**src/rtl/mvu_accum.sv**
```systemverilog
// mvu_accum: per-lane saturating accumulation of reduction-tree beats into a 2-entry result FIFO
module mvu_accum #(
    parameter int REDW  = 32,
    parameter int L     = 3,
    parameter int SIZEW = 9
) (
    input  logic              clk,
    input  logic              reset,
    input  logic              cmd_valid,
    output logic              cmd_ready,
    input  logic [SIZEW-1:0]  cmd_size,
    input  logic [L*REDW-1:0] din,
    input  logic              din_valid,
    output logic [L*REDW-1:0] dout,
    output logic              dout_valid,
    input  logic              dout_ready,
    output logic              busy,
    output logic              err_orphan,
    output logic              err_ovf
);
    typedef enum logic {IDLE, ACC} state_t;
    state_t state_q, state_d;
    logic [SIZEW-1:0] rem_q, rem_d, rem_eff;
    logic first_q, first_d, first_eff;
    logic [L*REDW-1:0] acc_q, acc_d, acc_new, slot0_q, slot0_d, slot1_q, slot1_d;
    logic [1:0] cnt_q, cnt_d;
    logic orphan_q, orphan_d, ovf_q, ovf_d;
    logic accept, beat, last, pop, full;

    function automatic logic [REDW-1:0] sat_add(input logic [REDW-1:0] a, input logic [REDW-1:0] b);
        logic [REDW:0] s;
        s = {a[REDW-1], a} + {b[REDW-1], b};
        return (s[REDW] == s[REDW-1]) ? s[REDW-1:0] : {s[REDW], {(REDW-1){~s[REDW]}}};
    endfunction

    for (genvar i = 0; i < L; i++) begin : g_lane
        assign acc_new[i*REDW +: REDW] = first_eff ? din[i*REDW +: REDW]
                                                   : sat_add(acc_q[i*REDW +: REDW], din[i*REDW +: REDW]);
    end

    assign cmd_ready  = state_q == IDLE;
    assign busy       = state_q == ACC;
    assign dout       = slot0_q;
    assign dout_valid = cnt_q != 2'd0;
    assign err_orphan = orphan_q;
    assign err_ovf    = ovf_q;

    always_comb begin
        accept    = cmd_ready && cmd_valid;
        beat      = din_valid && (busy || accept);
        rem_eff   = busy ? rem_q : (cmd_size == '0 ? SIZEW'(1) : cmd_size);
        first_eff = busy ? first_q : 1'b1;
        last      = beat && rem_eff == SIZEW'(1);
        pop       = dout_valid && dout_ready;
        full      = cnt_q == 2'd2;
        state_d   = last ? IDLE : (accept ? ACC : state_q);
        rem_d     = beat ? rem_eff - SIZEW'(1) : (accept ? rem_eff : rem_q);
        first_d   = beat ? 1'b0 : (accept ? 1'b1 : first_q);
        acc_d     = beat ? acc_new : acc_q;
        orphan_d  = orphan_q | (din_valid && !busy && !accept);
        ovf_d     = ovf_q | (last && full && !pop);
        // pop shifts the head out first, so a same-cycle push lands behind the survivor
        slot0_d   = pop ? slot1_q : slot0_q;
        slot1_d   = slot1_q;
        cnt_d     = cnt_q - {1'b0, pop};
        if (last && !(full && !pop)) begin
            slot0_d = (cnt_d == 2'd0) ? acc_new : slot0_d;
            slot1_d = (cnt_d == 2'd0) ? slot1_q : acc_new;
            cnt_d   = cnt_d + 2'd1;
        end
    end

    always_ff @(posedge clk) begin
        if (reset) begin
            state_q  <= IDLE;
            rem_q    <= '0;
            first_q  <= 1'b1;
            acc_q    <= '0;
            slot0_q  <= '0;
            slot1_q  <= '0;
            cnt_q    <= 2'd0;
            orphan_q <= 1'b0;
            ovf_q    <= 1'b0;
        end else begin
            state_q  <= state_d;
            rem_q    <= rem_d;
            first_q  <= first_d;
            acc_q    <= acc_d;
            slot0_q  <= slot0_d;
            slot1_q  <= slot1_d;
            cnt_q    <= cnt_d;
            orphan_q <= orphan_d;
            ovf_q    <= ovf_d;
        end
    end
endmodule

```
**config.mk**
```make
export PLATFORM = sky130hd
export DESIGN_NAME = mvu_accum
export DESIGN_NICKNAME = d
export VERILOG_FILES = /design/src/rtl/mvu_accum.sv
export SDC_FILE = /design/constraint.sdc
export NUM_CORES = 1
export LEC_CHECK = 0
export BUFFER_PORTS_ARGS = -buffer_cell sky130_fd_sc_hd__buf_2
export CAP_MARGIN = 10
export CORE_ASPECT_RATIO = 1.2
export CORE_MARGIN = 5
export CORE_UTILIZATION = 55
export CTS_CLUSTER_SIZE = 14
export DETAILED_ROUTE_END_ITERATION = 8
export PLACE_DENSITY = 0.75
export SYNTH_ARGS = -nofsm -noshare
export SYNTH_HDL_FRONTEND = slang
export SYNTH_SLANG_ARGS = --single-unit
```
**constraint.sdc**
```tcl
create_clock -name clk -period 10.33 [get_ports clk]
set_clock_uncertainty 0.05 [all_clocks]
set_input_delay 1.033 -clock clk [delete_from_list [all_inputs] [get_ports clk]]
set_output_delay 1.033 -clock clk [all_outputs]
set_load 0.02 [all_outputs]
```
==> results_dict.tcl <==
set metrics [dict create \
    critPathArrivalTime_ns 6.13 \
    fin_crit_sh_pct 55.5 \
    crit_chain "buf_2 > ha_1 > a21oi_1 > a21boi_0 > o31ai_1 > a31o_2 > o22ai_1 > o41a_2 > a21o_1 > a21oi_1 > xnor2_1 > ha_1 > buf_4 > inv_1 > o21ai_2 > a21oi_1 > o41ai_1" \
    gr-usage-met3_pct 4.29 \
    status "completed" \
    fmax_mhz 175 \
    fp-row-count 75 \
    synth_area_per_cell_um2 7.85 \
    routed_via_density 6.43 \
    tns_ns 0 \
    most-common-layout-cells "nand2_1 (361), dfxtp_1 (303), nor2_1 (215)" \
    crit_family "compound AO/OA/AOI/OAI gates" \
    grt_max_degree 195 \
    dr.pass1.iters 5 \
    ys_ff_latch 303 \
    layout_setup_ws_ns 4.60 \
    cts_hold_buf 0 \
    cts.htree.levels 2 \
    ys_types 94 \
    setup_viol 0 \
    r2r-end "slot1_q[15]$_SDFFE_PP0P_" \
    worst_setup_path_start_kind "input port" \
    grt_pass1_wl_um 101000 \
    slowest_stage "o21ai_2" \
    route.detailed.drc 0 \
    grt_use_met2_pct 53.7 \
    syn_area_mm2 0.0194 \
    io_pins 211 \
    drive_gt1_share_pct 15.6 \
    vias 19500 \
    maxSlewHeadroom_pct 20.8 \
    fin_crit_ns 5.73 \
    dp_slack_ns 4.18 \
    clkTransAtPathRegs_ns 0.06 \
    min_path_cells 2 \
    cts_setup_buffers 0 \
    final_cells 3041 \
    clkLatencyLatePin_ns 0.55 \
    min_from "slot1_q[39]$_SDFFE_PP0P_" \
    syn-num-nets 2693 \
    ant_nets 0 \
    cts_tree "yes" \
    layout_commonest_cell "nand2_1" \
    drv_cap 0 \
    ctsResizeCount 0 \
    track_usage_pct 31.1 \
    dp.cells 2977 \
    ir_drop_uv 162 \
    async_reset_ff_share_pct 0 \
    cts.sinks 303 \
    crit_type "in -> reg" \
    start_util_pct 55.7 \
    p_leak_nw 8.42 \
    powerDensity_mw_per_mm2 157 \
    worstPathRequired_ns 10.73 \
    cts_root_buffer "clkbuf_16" \
    clock_path_buffers 3 \
    die_y_um 216 \
    wl_um 63800 \
    drtIter0Drc 1558 \
    cp_max_fo 30 \
    rr_startpoint "acc_q[9]$_SDFFE_PP0P_" \
    grt_pass1_vias 18700 \
    crit_path_frequent_cell "a21oi_1" \
    synth_edf_count 0 \
    grt-ovfl-total 0 \
    synth_ff_type "dfxtp_1" \
    busiest_layer "met2" \
    critPathBufInv 3 \
    coreArea_mm2 0.0349 \
    min_path_type "reg -> reg" \
    worst_path_largest_cell_delay_ns 0.73 \
    area_delta_synth_final_pct 11.6 \
    endpoint_kind "register" \
    antenna_found_initial 2 \
    yosysWarnings 0 \
    syn_inst 2476 \
    dieArea_mm2 0.0392 \
    nNetsFinal 2769 \
    finalHoldViolations 0 \
    whs_ns 0.401 \
    use_met1_pct 39.9 \
    finalPower_mw 3.41 \
    globalplace.congestion 0.961 \
    r2r_slack_ns 4.89 \
    holdPathEnd "slot1_q[39]$_SDFFE_PP0P_" \
    place_hpwl_um 43900 \
    r2r_cells 16 \
    io_buffer_count 210 \
    slew_violations 0 \
    ys_seq_area_share_pct 31.2 \
    rsz0062_at_grt "no" \
    cts_buffers 35 \
    detail_route.wl_per_cell_um 21.0 \
    tightest_slew_ns 1.19 \
    die_w_um 182 \
]
==> cell type report <==
cell class / instances / area [um2]
Multi-Input combinational cell: 1946 / 12500
Clock inverter: 15 / 204
Sequential cell: 303 / 6070
Inverter: 41 / 156
Fill cell: 3133 / 13200
Clock buffer: 48 / 1010
Tap cell: 462 / 578
Timing Repair Buffer: 225 / 1190
Antenna cell: 1 / 2.50
==> how the worst max path moves through the flow <==
stage                     startpoint                        to  slack [ns]  cells past startpoint
after floorplan               din[9]    acc_q[16]$_SDFFE_PP0P_        5.56                     16
after CTS                     din[9]  slot1_q[15]$_SDFFE_PP0P_        4.73                     17
after global placement        din[9]  slot1_q[15]$_SDFFE_PP0P_        4.29                     17
after global routing          din[9]    acc_q[15]$_SDFFE_PP0P_        4.31                     17
after detailed placement      din[9]  slot1_q[15]$_SDFFE_PP0P_        4.18                     17
final                         din[9]  slot1_q[15]$_SDFFE_PP0P_        4.60                     17
==> tightest hold or removal path, stage by stage, from the launching register on <==
cell and delay, ns:
dfxtp_1 0.31, nand2_1 0.05, a21oi_1 0.05
==> state kept, by name (all words and copies together), names as in the netlist <==
signal / count
acc_q: 96
dout: 96
slot1_q: 96
rem_q: 9
cnt_q: 2
busy: 1
err_orphan: 1
err_ovf: 1
first_q: 1
==> cell families after synthesis <==
family / share of synthesized area, %
xor gates and xnor gates: 3.88
buffers and inverters: 4.84
muxes: 1.16
and+or+nand+nor: 21.0
adders and majority gates: 7.06
AOI/OAI and AO/OA: 30.9
DFF: 31.2
==> through the flow <==
step	util, %	cell area (um2)
final	62.1	21700
after floorplan	-	19400
after detailed placement	58.6	20500
after global placement	58.6	20500
after CTS	62.1	21700
after global routing	62.1	21700
==> layer usage <==
layer	wire length (um)	part of all wire (%)
met4	1960	3.1
met1	26600	42
met5	11	0.017
met3	4120	6.5
met2	31100	49
==> Yosys cell counts, types with 13 or more instances <==
cell	count	share of area, %
clkbuf_1	135	2.6
and3_1	50	1.6
o41ai_1	22	0.99
dfxtp_1	303	31
o21ai_0	111	2.9
o21bai_1	13	0.50
o21a_1	16	0.62
nand2_1	362	7.0
a31oi_1	27	0.87
nand3b_1	40	1.5
a211oi_1	108	4.2
nand2b_1	21	0.68
o21ai_1	19	0.49
a311oi_1	50	2.3
o21ai_2	14	0.63
nor3_1	44	1.1
inv_1	39	0.75
a21oi_1	214	5.5
a21o_1	37	1.4
or3_1	21	0.68
mux2i_1	18	0.93
xnor2_1	56	2.5
xor2_1	27	1.2
nand4_1	18	0.58
nand3_1	26	0.67
nor2b_1	17	0.55
o211ai_1	47	1.8
ha_1	104	6.7
buf_2	35	0.90
nor2_1	216	4.2
a31o_2	42	1.9
==> report_power, final <==
| part | switching (mW) | leakage, nW | internal (mW) |
|---|---|---|---|
| clock | 0.540 | 0.583 | 0.773 |
| combinational | 0.587 | 5.38 | 0.278 |
| sequential | 0.0248 | 2.46 | 1.21 |
Power figures use the tool's default switching activity.
